File: src/rtl/fetch_ctrl_pkg.sv
// -----------------------------------------------------------------------------
// fetch_ctrl_pkg
// Shared CPU-front-end definitions used by the fetch controller and its queue:
//   NOP_INST      - canonical no-op (addi x0,x0,0) shown when nothing is valid
//   RESET_PC_DEF  - default byte PC fetched first after reset
//   IMEM_AW_DEF   - default instruction-memory word-address width
//   fq_entry_t    - one fetch-queue slot {pc, word}
//   fq_op_e       - per-cycle queue operation decoded from push/pop
// -----------------------------------------------------------------------------
package fetch_ctrl_pkg;

    localparam logic [31:0] NOP_INST     = 32'h0000_0013;
    localparam logic [31:0] RESET_PC_DEF = 32'h0000_0000;
    localparam int          IMEM_AW_DEF  = 8;

    typedef struct packed {
        logic [31:0] pc;
        logic [31:0] word;
    } fq_entry_t;

    typedef enum logic [1:0] {
        FQ_IDLE     = 2'b00,
        FQ_PUSH     = 2'b01,
        FQ_POP      = 2'b10,
        FQ_PUSH_POP = 2'b11
    } fq_op_e;

    function automatic fq_op_e fq_decode(input logic push, input logic pop);
        fq_op_e op;
        unique case ({pop, push})
            2'b01:   op = FQ_PUSH;
            2'b10:   op = FQ_POP;
            2'b11:   op = FQ_PUSH_POP;
            default: op = FQ_IDLE;
        endcase
        return op;
    endfunction

endpackage

File: src/rtl/fetch_ctrl_queue.sv
// -----------------------------------------------------------------------------
// fetch_queue
// Two-entry in-order queue of fetched {pc, word} pairs.
// Ports:
//   clk, rst_n   - clock, asynchronous active-low reset (empties the queue)
//   i_push       - write i_entry at the tail (accepted if not full or popping)
//   i_entry      - entry to push
//   i_pop        - remove the head (ignored when empty)
//   i_flush      - empty the queue; overrides any same-cycle push/pop
//   o_head       - head entry (meaningful only when o_valid)
//   o_valid      - queue holds at least one entry
//   o_count      - occupancy, 0..2
// -----------------------------------------------------------------------------
module fetch_queue
    import fetch_ctrl_pkg::*;
(
    input  logic       clk,
    input  logic       rst_n,
    input  logic       i_push,
    input  fq_entry_t  i_entry,
    input  logic       i_pop,
    input  logic       i_flush,
    output fq_entry_t  o_head,
    output logic       o_valid,
    output logic [1:0] o_count
);

    logic [1:0] r_count;
    fq_entry_t  r_ent0;    // head
    fq_entry_t  r_ent1;    // tail when two entries are held
    logic       w_pop_ok;
    logic       w_push_ok;
    fq_op_e     w_op;

    // Guard both operations locally so occupancy can never leave 0..2,
    // whatever the requester does.
    assign w_pop_ok  = i_pop && (r_count != 2'd0);
    assign w_push_ok = i_push && ((r_count != 2'd2) || w_pop_ok);
    assign w_op      = fq_decode(w_push_ok, w_pop_ok);

    always_ff @(posedge clk or negedge rst_n) begin
        if (!rst_n) begin
            r_count <= '0;
            r_ent0  <= '0;
            r_ent1  <= '0;
        end else if (i_flush) begin
            r_count <= '0;
        end else begin
            unique case (w_op)
                FQ_PUSH: begin
                    if (r_count == 2'd0) begin
                        r_ent0 <= i_entry;
                    end else begin
                        r_ent1 <= i_entry;
                    end
                    r_count <= r_count + 2'd1;
                end
                FQ_POP: begin
                    r_ent0  <= r_ent1;
                    r_count <= r_count - 2'd1;
                end
                FQ_PUSH_POP: begin
                    // Occupancy unchanged; the new entry lands behind
                    // whatever survives the pop.
                    if (r_count == 2'd1) begin
                        r_ent0 <= i_entry;
                    end else begin
                        r_ent0 <= r_ent1;
                        r_ent1 <= i_entry;
                    end
                end
                default: begin
                end
            endcase
        end
    end

    assign o_head  = r_ent0;
    assign o_valid = (r_count != 2'd0);
    assign o_count = r_count;

endmodule

File: src/rtl/fetch_ctrl.sv
// -----------------------------------------------------------------------------
// fetch_ctrl
// Instruction fetch front end: holds the fetch PC, reads a combinational
// instruction ROM and buffers up to two fetched instructions for decode.
// Parameters:
//   IMEM_AW  - instruction-memory word-address width
//   RESET_PC - byte PC fetched first after reset
// Ports:
//   clk, rst_n  - clock, asynchronous active-low reset
//   imem_addr   - word address to the ROM (fpc[IMEM_AW+1:2], wraps)
//   imem_data   - ROM word for imem_addr, same cycle
//   redirect    - taken branch/jump: flush queue, reload fpc
//   redirect_pc - byte target for redirect (low two bits dropped)
//   halt        - level; suppresses new fetches, queue still drains
//   inst_valid  - head instruction valid
//   inst        - head instruction word (NOP when not valid)
//   inst_pc     - head byte PC (0 when not valid)
//   inst_ready  - decode consumes the head this cycle
// -----------------------------------------------------------------------------
module fetch_ctrl
    import fetch_ctrl_pkg::*;
#(
    parameter int          IMEM_AW  = IMEM_AW_DEF,
    parameter logic [31:0] RESET_PC = RESET_PC_DEF
) (
    input  logic               clk,
    input  logic               rst_n,
    output logic [IMEM_AW-1:0] imem_addr,
    input  logic [31:0]        imem_data,
    input  logic               redirect,
    input  logic [31:0]        redirect_pc,
    input  logic               halt,
    output logic               inst_valid,
    output logic [31:0]        inst,
    output logic [31:0]        inst_pc,
    input  logic               inst_ready
);

    logic [31:0] r_fpc;
    logic        w_pop;
    logic        w_push;
    logic        w_valid;
    logic [1:0]  w_count;
    fq_entry_t   w_head;
    fq_entry_t   w_push_entry;
    logic        w_unused_ok;

    // Redirect targets are word aligned; the dropped bits carry no meaning.
    assign w_unused_ok = &{1'b1, redirect_pc[1:0]};

    assign w_pop  = w_valid && inst_ready;
    // Halt and redirect both block the push; a pop frees a slot in the same
    // cycle so a full queue still streams one instruction per clock.
    assign w_push = !redirect && !halt && ((w_count != 2'd2) || w_pop);

    assign w_push_entry.pc   = r_fpc;
    assign w_push_entry.word = imem_data;

    always_ff @(posedge clk or negedge rst_n) begin
        if (!rst_n) begin
            r_fpc <= RESET_PC;
        end else if (redirect) begin
            r_fpc <= {redirect_pc[31:2], 2'b00};
        end else if (w_push) begin
            r_fpc <= r_fpc + 32'd4;
        end
    end

    assign imem_addr = r_fpc[IMEM_AW+1:2];

    fetch_queue u_queue (
        .clk     (clk),
        .rst_n   (rst_n),
        .i_push  (w_push),
        .i_entry (w_push_entry),
        .i_pop   (w_pop),
        .i_flush (redirect),
        .o_head  (w_head),
        .o_valid (w_valid),
        .o_count (w_count)
    );

    always_comb begin
        inst_valid = w_valid;
        inst       = NOP_INST;
        inst_pc    = '0;
        if (w_valid) begin
            inst    = w_head.word;
            inst_pc = w_head.pc;
        end
    end

endmodule
File: config.mk
export PLATFORM = sky130hd
export DESIGN_NAME = fetch_ctrl
export DESIGN_NICKNAME = d
export VERILOG_FILES = /design/src/rtl/fetch_ctrl_pkg.sv /design/src/rtl/fetch_ctrl_queue.sv /design/src/rtl/fetch_ctrl.sv
export SDC_FILE = /design/constraint.sdc
export NUM_CORES = 1
export LEC_CHECK = 0
export ABC_AREA = 1
export CAP_MARGIN = 15
export CORE_ASPECT_RATIO = 2
export CORE_MARGIN = 5
export CORE_UTILIZATION = 44
export DETAILED_ROUTE_END_ITERATION = 16
export GPL_ROUTABILITY_DRIVEN = 1
export GPL_TIMING_DRIVEN = 1
export HOLD_SLACK_MARGIN = 0.12
export PLACE_DENSITY = 0.74
export REMOVE_ABC_BUFFERS = 1
export SLEW_MARGIN = 30
export SYNTH_ARGS = -nofsm -noshare
export SYNTH_HDL_FRONTEND = slang
export SYNTH_HIERARCHICAL = 1
export SYNTH_SLANG_ARGS = --single-unit
File: constraint.sdc
create_clock -name clk -period 3.11 [get_ports clk]
set_input_delay 0.311 -clock clk [delete_from_list [all_inputs] [get_ports clk]]
set_output_delay 0.311 -clock clk [all_outputs]
set_load 0.01 [all_outputs]
==> impl_metrics.env, run 1 <==
export IMPL_yosys_area_top_type="dfrtp_1"
export IMPL_drive_gt1_share_pct=7.61
export IMPL_drt_iter0_markers=512
export IMPL_port_buffer_count=139
export IMPL_antenna_found_initial=0
export IMPL_synth_compound_area_share_pct=1.75
export IMPL_critPathCaptureType="output port"
export IMPL_synth_top_family_by_area="simple AND/OR/NAND/NOR gates"
export IMPL_avgSynthCellArea_sq_um=6.94
export IMPL_dieArea_sq_um=23600
export IMPL_maxCapViolations=0
export IMPL_ys_ff_latch=160
export IMPL_antenna_left=0
export IMPL_ios=142
export IMPL_clock_latency_ns=0.42
export IMPL_synth_edf_count=0
export IMPL_final_area_sq_um=11200
export IMPL_outcome="finished, final reports clean"
export IMPL_synthAdderAreaFrac_pct=0.555
export IMPL_die_y_microns=212
export IMPL_clk_pin_slew_worst_paths_ns=0.07
export IMPL_gr_total_overflow=0
export IMPL_placed_area_sq_um=10500
export IMPL_relSlewSlack_pct=65.9
export IMPL_wl_mm=24.5
export IMPL_p_per_area_nw_per_um2=809
export IMPL_wl_per_cell_microns=14.5
export IMPL_via_count=8358
export IMPL_grt_pass1_vias=8280
export IMPL_num_rows=74
export IMPL_dpl_hpwl_mm=16.2
export IMPL_critPathMaxFanout=63
export IMPL_crit_required_ns=2.80
export IMPL_synth_cell_types=29
export IMPL_critPathKind="reg2out"
export IMPL_cts_root_buf="clkbuf_16"
export IMPL_min_period_ns=2.70
export IMPL_clock_skew_ns=0.0105
export IMPL_ys_warn_count=6
export IMPL_synthXorXnorAreaFrac_pct=0.486
export IMPL_nets=1480
export IMPL_synthToLayoutAreaGrowth_pct=23.9
export IMPL_synth_area_sq_um=9010
export IMPL_grt_pass1_wl_mm=40.4
export IMPL_routed_top_layer="met4"
export IMPL_peakVddDrop_mv=0.388
export IMPL_initial_utilization_pct=44.4
export IMPL_yosys_area_share_simple_pct=42.6
export IMPL_post_route_drc_count=0
export IMPL_wl_met1_mm=9.49
export IMPL_synth_common_cells="656 x nand2_1, 172 x nand3_1, 160 x dfrtp_1, 109 x inv_1, 32 x buf_2"
export IMPL_worstPathArrival_ns=2.39
export IMPL_fmax_ghz=0.370
export IMPL_cts_sinks=160
export IMPL_fin_setup_tns_ns=0
export IMPL_synth_area_leaders="dfrtp_1 44%, nand2_1 27%, nand3_1 9.6%"
export IMPL_worstSetupStartpointType="register"
export IMPL_antenna_cells=0
export IMPL_coreArea_sq_um=20300
export IMPL_numCtsBuffers=17
export IMPL_netlist_instances=1299
export IMPL_finalSetupViolCount=0
export IMPL_total_leakage_power_nw=6.07
export IMPL_synth_seq_area_share_pct=44.4
export IMPL_wl_met2_mm=13.3
export IMPL_cts_setup_buffers=0
export IMPL_yosysTopAreaCellShare_pct=44.4
export IMPL_fin_crit_sh_pct=86.8
export IMPL_gp_congestion=0.924
export IMPL_finalHoldViolCount=0
export IMPL_die_width_microns=111
export IMPL_viasPerCell=4.96
export IMPL_h_tree_depth=4
export IMPL_async_reset_ff_share_pct=100
export IMPL_synthFlopType="dfrtp_1"
export IMPL_synthMostInstantiatedCell="nand2_1"
export IMPL_cts_tree="done"
export IMPL_clock_path_buffers=2
export IMPL_grt_total_usage_pct=21.0
export IMPL_synthMuxAreaShare_pct=0
export IMPL_grt_start_max_net_pins=65
export IMPL_slew_violations=0
export IMPL_tightest_slew_ns=0.512
export IMPL_dr_pass1_iters=5
export IMPL_rsz0062_at_grt="no"
export IMPL_wl_met3_microns=909
export IMPL_hold_path_class="in2async"
export IMPL_total_power_mw=9.03
==> worst max-delay path: stages, from the launching register on <==
cell and delay, ns:
dfrtp_1 0.44, inv_1 0.10, ha_1 0.26, inv_2 0.16
buf_12 0.27, nand2_1 0.09, inv_1 0.07, clkdlybuf4s50_1 0.55
==> worst paths after layout <==
check,startpoint,to,slack [ns],cells after the start
worst min register to register,u_queue/r_ent1[3]$_DFFE_PN0P_,u_queue/r_ent1[3]$_DFFE_PN0P_,0.47,2
max in group asynchronous,rst_n,u_queue/o_head[56]$_DFFE_PN0P_,1.88,3
worst max-delay path,u_queue/o_count[0]$_DFFE_PN0P_,inst[25],0.41,7
min in group clk,redirect_pc[11],r_fpc[11]$_DFFE_PN0P_,0.45,3
worst max register to register,u_queue/o_count[0]$_DFFE_PN0P_,u_queue/o_head[22]$_DFFE_PN0P_,0.50,14
worst min-delay path,rst_n,u_queue/o_head[35]$_DFFE_PN0P_,0.42,2
==> state kept, by name (all words and copies together), names as in the netlist <==
name,flops
u_queue/o_head,64
u_queue/r_ent1,64
r_fpc,30
u_queue/o_count,2
==> report_power, final <==
group / internal (mW) / leakage (nW) / total (mW) / switching (mW)
Clock: 1.41 / 0.320 / 2.29 / 0.873
Combinational: 1.40 / 3.75 / 3.26 / 1.86
Sequential: 2.91 / 1.99 / 3.48 / 0.574
==> logic make-up (layout without fill, tap and decap cells) <==
family,after synthesis,count (layout)
adders and majority gates,4,4
other,1,4
DFF,160,160
and+or+nand+nor,907,907
AOI/OAI and AO/OA,26,26
xor gates and xnor gates,5,5
buffers and inverters,196,314
==> per-stage QoR <==
stage | setup slack, ns | utilization, % | hold slack [ns] | instances
2_1_floorplan | -1.62 | - | 0.0154 | 1227
3_3_place_gp | 0.608 | 51.8 | 0.300 | 1653
3_5_place_dp | 0.530 | 51.8 | 0.300 | 1653
4_1_cts | 0.375 | 55.1 | 0.423 | 1686
5_1_grt | 0.243 | 55.1 | 0.461 | 1686
6_report | 0.409 | 55.1 | 0.418 | 1686
==> final cells by class <==
class                      instances  area [sq um]
tap                              266           333
clock inverter                    12           183
fill                            1901          9110
clock buffer                      20           467
inverter                         121           454
multi-input combinational        946          4110
sequential                       160          4000
timing repair buffer             161          1610
==> placed cells by master, fill, tap and decap left out, types with 4 or more instances in the layout <==
master,instances
nand2_1,654
nor2_4,10
clkbuf_16,17
inv_1,109
nand3_1,172
nand3_2,12
xnor2_1,4
buf_12,4
o21bai_1,7
clkinv_4,6
conb_1,4
nor2_1,31
buf_4,17
clkdlybuf4s50_1,138
o21ai_0,13
ha_1,4
nor2_2,6
o211ai_1,4
inv_2,12
dfrtp_1,160
nand2_2,11
bufinv_16,4
==> what timing repair did <==
item / in CTS / in global routing
resized for setup: 0 / 0
hold buffers: 1 / 0
endpoints found under the hold margin: 46 / 0
==> routing by layer <==
metal  global-route usage, %  vias up
li1                        -     4173
met3                    2.68       40
met1                    22.9     3911
met4                    10.2        0
met2                    39.8      234
met5                       0        -
(Power assumes the default switching activity.)
==> run 2: changes to the inputs <==
PLACE_DENSITY = 0.76   (was 0.74)
SYNTH_HIERARCHICAL = default   (was 1)
==> impl_metrics.env, run 2 <==
export IMPL_critPathMaxFanout=60
export IMPL_min_to="r_fpc[12]$_DFFE_PN0P_"
export IMPL_crit_reg2reg_capture="u_queue.r_ent1[1]$_DFFE_PN0P_"
export IMPL_initial_utilization_pct=44.2
export IMPL_fmax_ghz=0.387
export IMPL_clock_path_buffers=2
export IMPL_critPathCaptureType="output port"
export IMPL_antenna_left=0
export IMPL_ios=142
export IMPL_final_common_cell="nand2_1"
export IMPL_final_fill_count=1707
export IMPL_via_count=7053
export IMPL_drive_gt1_share_pct=5.13
export IMPL_critical_path_slowest_cell="clkdlybuf4s50_1"
export IMPL_critPathKind="reg2out"
export IMPL_finalSetupViolCount=0
export IMPL_clock_latency_ns=0.43
export IMPL_dr_pass1_iters=5
export IMPL_grt_total_usage_pct=19.3
export IMPL_final_cell_mix="325 x nand2_1, 157 x dfrtp_1, 144 x inv_1, 140 x o21ai_0, 138 x clkdlybuf4s50_1"
export IMPL_min_delay_start="redirect_pc[12]"
export IMPL_async_reset_ff_share_pct=100
export IMPL_path_buf_inv=3
export IMPL_r2r_start="u_queue.o_count[0]$_DFFE_PN0P_"
export IMPL_fin_crit_sh_pct=83.0
export IMPL_whs_path_depth=3
export IMPL_worstSetupStartpointType="register"
export IMPL_cts_sinks=157
export IMPL_seq_area_sq_um=3930
export IMPL_finalNonFillerCells=1424
export IMPL_numCtsBuffers=17
export IMPL_synthToLayoutAreaGrowth_pct=26.1
export IMPL_path_delay_family="buffers and inverters"
export IMPL_cpPeakStageDelay_ns=0.53
export IMPL_wl_mm=19.9
export IMPL_rsz0062_at_grt="no"
export IMPL_synth_area_leaders="dfrtp_1 49%, nand2_1 15%, o21ai_0 8.7%"
export IMPL_crit_required_ns=2.80
export IMPL_synth_cell_types=30
export IMPL_gr_total_overflow=0
export IMPL_synth_area_sq_um=8010
export IMPL_worstPathArrival_ns=2.27
export IMPL_tightest_slew_ns=0.716
export IMPL_num_rows=70
export IMPL_synthMostInstantiatedCell="nand2_1"
export IMPL_p_per_area_nw_per_um2=842
export IMPL_viasPerCell=4.95
export IMPL_drt_iter0_markers=327
export IMPL_dieArea_sq_um=21200
export IMPL_largest_register_ffs=63
export IMPL_yosys_area_top_type="dfrtp_1"
export IMPL_clock_skew_ns=0.0141
export IMPL_total_leakage_power_nw=4.91
export IMPL_yosysTopAreaCellShare_pct=49.0
export IMPL_die_width_microns=105
export IMPL_ff2ff_path_depth=10
export IMPL_synth_seq_area_share_pct=49.0
export IMPL_port_buffer_count=139
export IMPL_nets=1268
export IMPL_synthFlopType="dfrtp_1"
export IMPL_placedCellCount=1391
export IMPL_fin_ws_ns=0.529
export IMPL_ys_ff_latch=157
export IMPL_die_y_microns=201
export IMPL_netlist_instances=1088
export IMPL_outcome="finished, final reports clean"
export IMPL_cts_tree="done"
export IMPL_dpl_hpwl_mm=13.7
export IMPL_crit_chain="inv_1 -> ha_2 -> buf_12 -> or2_2 -> clkdlybuf4s50_1"
export IMPL_coreArea_sq_um=18100
export IMPL_regToRegSetupSlack_ns=0.88
export IMPL_wl_per_cell_microns=13.9
export IMPL_min_period_ns=2.58
export IMPL_h_tree_depth=4
export IMPL_dp_slack_ns=0.697
export IMPL_relSlewSlack_pct=52.3
export IMPL_finalHoldViolCount=0
export IMPL_clk_pin_slew_worst_paths_ns=0.07
export IMPL_ys_warn_count=0
export IMPL_post_route_drc_count=0
export IMPL_cts_root_buf="clkbuf_16"
export IMPL_maxCapViolations=0
export IMPL_grt_pass1_wl_mm=33.1
export IMPL_antenna_found_initial=0
export IMPL_grt_pass1_vias=6775
export IMPL_gp_congestion=0.932
export IMPL_hold_path_class="in2reg"
export IMPL_slew_violations=0
export IMPL_peakVddDrop_mv=0.533
export IMPL_grt_start_max_net_pins=125
export IMPL_antenna_cells=0
export IMPL_avgSynthCellArea_sq_um=7.37
export IMPL_synth_edf_count=0
export IMPL_synth_common_cells="325 x nand2_1, 157 x dfrtp_1, 144 x inv_1, 140 x o21ai_0, 99 x nor2_1"
export IMPL_multi_input_area_sq_um=3190
## run 2: changes by cell type in the layout (fill, tap and decap cells not counted), sizes merged, moves of 5 or more
| cell | previous run | this run |
|---|---|---|
| inv | 121 | 149 |
| nor2 | 47 | 101 |
| clkinv | 8 | 3 |
| o21bai | 7 | 1 |
| o21ai | 15 | 212 |
| nand3 | 184 | 48 |
| buf | 22 | 11 |
| nand2 | 667 | 331 |
## run 2: kinds of logic (layout without fill, tap and decap cells)
logic type / Yosys count / count (layout) / synth area share (%)
AND/OR/NAND/NOR: 489 / 489 / 24.3
buffers and inverters: 211 / 331 / 11.4
XOR/XNOR: 4 / 4 / 0.437
AO/OA/AOI/OAI: 223 / 223 / 14.3
adder cells (fa/ha/maj): 4 / 4 / 0.625
flip-flops: 157 / 157 / 49.0
## run 2: repair_timing
item	4_1_cts	5_1_grt
gates resized for setup	0	0
endpoints found under the hold margin	72	0
hold buffers	1	0
buffers inserted	0	0
## run 2: cell type report
cell class | instances | share of cell area [%]
Clock buffer | 23 | 4.93
Multi-Input combinational cell | 720 | 31.5
Tap cell | 216 | 2.67
Timing Repair Buffer | 150 | 15.4
Sequential cell | 157 | 38.9
Inverter | 149 | 5.56
Clock inverter | 9 | 1.08
## run 2: how the worst max path moves through the flow
stage | endpoint | slack (ns) | from | depth (start not counted)
after floorplan | u_queue.o_head[28]$_DFFE_PN0P_ | -0.63 | u_queue.o_count[0]$_DFFE_PN0P_ | 10
after global placement | u_queue.o_head[30]$_DFFE_PN0P_ | 0.75 | redirect | 8
after detailed placement | u_queue.r_ent1[6]$_DFFE_PN0P_ | 0.70 | redirect | 8
after CTS | inst[0] | 0.50 | u_queue.o_count[0]$_DFFE_PN0P_ | 5
after global routing | inst[1] | 0.40 | u_queue.o_count[0]$_DFFE_PN0P_ | 5
final | inst[0] | 0.53 | u_queue.o_count[0]$_DFFE_PN0P_ | 5
## run 2: metal layers
metal	vias up	GRT usage, %	routed length [microns]
li1	3599	-	-
met1	3252	22.1	7980
met2	162	34.8	10600
met3	40	2.96	620
met4	0	9.01	642
met5	-	0	0
## run 2: per-stage QoR
step	power (mW)	instance area (sq um)	setup TNS, ns	util (%)	hold WS [ns]
CTS	8.62	10100	0	55.8	0.446
global placement	6.34	9490	0	52.4	0.380
detailed placement	6.46	9490	0	52.4	0.382
floorplan	5.03	7670	-40.97	-	0.0154
global route	9.17	10100	0	55.8	0.476
finish	8.51	10100	0	55.8	0.460
## run 2: worst min-delay path, delay by kind of cell
kind | cells | cell delay, ns
buf+inv | 1 | 0.41
simple gates | 2 | 0.13
## run 2: power breakdown
group	internal (mW)	total [mW]	switching, mW
Combinational	1.39	3.09	1.69
Clock	1.29	2.12	0.831
Sequential	2.86	3.31	0.447
==> run 3: changes to the inputs <==
clock period = 2.7 ns   (was 3.11 ns; I/O delays follow)
==> impl_metrics.env, run 3 (synthesis results as in run 2) <==
export IMPL_viasPerCell=4.93
export IMPL_dp_slack_ns=0.467
export IMPL_peakVddDrop_mv=0.572
export IMPL_die_y_microns=201
export IMPL_tightest_slew_ns=0.650
export IMPL_total_leakage_power_nw=4.95
export IMPL_clock_skew_ns=0.00871
export IMPL_critPathMaxFanout=43
export IMPL_path_delay_family="buffers and inverters"
export IMPL_wl_mm=19.8
export IMPL_drt_iter0_markers=326
export IMPL_largest_register_ffs=63
export IMPL_die_width_microns=105
export IMPL_final_core_util_pct=56.2
export IMPL_fin_crit_sh_pct=91.0
export IMPL_cts_tree="done"
export IMPL_nets=1274
export IMPL_final_fill_count=1693
export IMPL_total_power_mw=9.84
export IMPL_clock_latency_ns=0.42
export IMPL_fin_hold_ws_ns=0.428
export IMPL_fin_ws_ns=0.244
export IMPL_port_buffer_count=139
export IMPL_final_common_cell="nand2_1"
export IMPL_maxCapViolations=0
export IMPL_synthToLayoutAreaGrowth_pct=27.0
export IMPL_cts_sinks=157
export IMPL_via_count=7054
export IMPL_cts_root_buf="clkbuf_16"
export IMPL_coreArea_sq_um=18100
export IMPL_dr_pass1_iters=5
export IMPL_dpl_hpwl_mm=14.3
export IMPL_gr_total_overflow=0
export IMPL_slew_violations=0
export IMPL_path_buf_inv=3
export IMPL_worstPathArrival_ns=2.19
export IMPL_rsz0062_at_grt="no"
export IMPL_cpPeakStageDelay_ns=0.53
export IMPL_antenna_found_initial=1
export IMPL_grt_start_max_net_pins=67
export IMPL_num_rows=70
export IMPL_wl_per_cell_microns=13.8
export IMPL_ios=142
export IMPL_antenna_left=0
export IMPL_finalHoldViolCount=0
export IMPL_clk_pin_slew_worst_paths_ns=0.06
export IMPL_p_per_area_nw_per_um2=967
export IMPL_crit_required_ns=2.43
export IMPL_critPathKind="reg2out"
export IMPL_critPathCaptureType="output port"
export IMPL_critical_path_slowest_cell="clkdlybuf4s50_1"
export IMPL_fmax_ghz=0.407
export IMPL_cts_setup_buffers=0
export IMPL_finalSetupViolCount=0
export IMPL_worstSetupStartpointType="register"
export IMPL_dieArea_sq_um=21200
export IMPL_grt_pass1_wl_mm=33.0
export IMPL_post_route_drc_count=0
export IMPL_final_cell_mix="325 x nand2_1, 157 x dfrtp_1, 144 x inv_1, 140 x o21ai_0, 138 x clkdlybuf4s50_1"
export IMPL_drive_gt1_share_pct=5.44
export IMPL_crit_chain="inv_1 -> ha_2 -> buf_6 -> or2_2 -> clkdlybuf4s50_1"
export IMPL_h_tree_depth=4
export IMPL_initial_utilization_pct=44.2
export IMPL_multi_input_area_sq_um=3190
export IMPL_grt_pass1_vias=6910
export IMPL_numCtsBuffers=17
export IMPL_clock_path_buffers=2
export IMPL_hold_path_class="in2reg"
export IMPL_min_period_ns=2.46
export IMPL_grt_total_usage_pct=19.2
export IMPL_relSlewSlack_pct=56.7
export IMPL_gp_congestion=0.918
export IMPL_seq_area_sq_um=3930
export IMPL_fin_setup_tns_ns=0
export IMPL_outcome="finished, final reports clean"
-- run 3: cell types whose count changed in the layout (fill, tap and decap cells not counted), sizes merged --
| cell | delta |
|---|---|
| buf | +6 |
| bufinv | +1 |
| clkbuf | -1 |
| diode | +1 |
-- run 3: worst paths after layout --
path	cells past startpoint	from	slack, ns	endpoint
min in group asynchronous	2	rst_n	0.44	u_queue.o_head[38]$_DFFE_PN0P_
max in group asynchronous	3	rst_n	1.47	u_queue.o_head[1]$_DFFE_PN0P_
setup / recovery	5	u_queue.o_count[0]$_DFFE_PN0P_	0.24	inst[1]
setup reg to reg	11	u_queue.o_count[0]$_DFFE_PN0P_	0.56	u_queue.r_ent1[1]$_DFFE_PN0P_
hold / removal	3	redirect_pc[8]	0.43	r_fpc[8]$_DFFE_PN0P_
hold reg to reg	2	u_queue.r_ent1[50]$_DFFE_PN0P_	0.48	u_queue.r_ent1[50]$_DFFE_PN0P_
-- run 3: through the flow --
step / area [sq um] / cells
global route: 10200 / 1431
detailed placement: 9560 / 1397
floorplan: 7670 / 1026
CTS: 10200 / 1430
finish: 10200 / 1431
global placement: 9560 / 1397
-- run 3: cell type report --
cell class,count,share of cell area (%)
diodes,1,0.0246
clock buffers,22,4.56
clock inverters,10,1.36
inverters,149,5.52
multi-input cells,720,31.3
flip-flops and latches,157,38.6
well taps,216,2.65
repair buffers,156,16.0
-- run 3: worst min-delay path: stages --
cell and delay (ns):
clkdlybuf4s50_1 0.39, nand2_1 0.06, o21ai_0 0.07
-- run 3: per-layer routing --
metal / vias up / global-route usage, % / routed length, microns
met5: - / 0 / 0
met4: 0 / 9.62 / 794
met3: 47 / 2.99 / 616
met2: 160 / 35.4 / 10700
met1: 3237 / 20.9 / 7660
li1: 3610 / - / -
-- run 3: repair_timing --
item / CTS / global route
endpoints found under the hold margin: 63 / 0
resized for setup: 0 / 1
hold buffers: 1 / 0
setup endpoints to repair: 0 / 1
-- run 3: report_power, final --
part	internal [mW]	switching (mW)
logic	1.63	1.95
clock network	1.50	0.941
registers	3.30	0.525
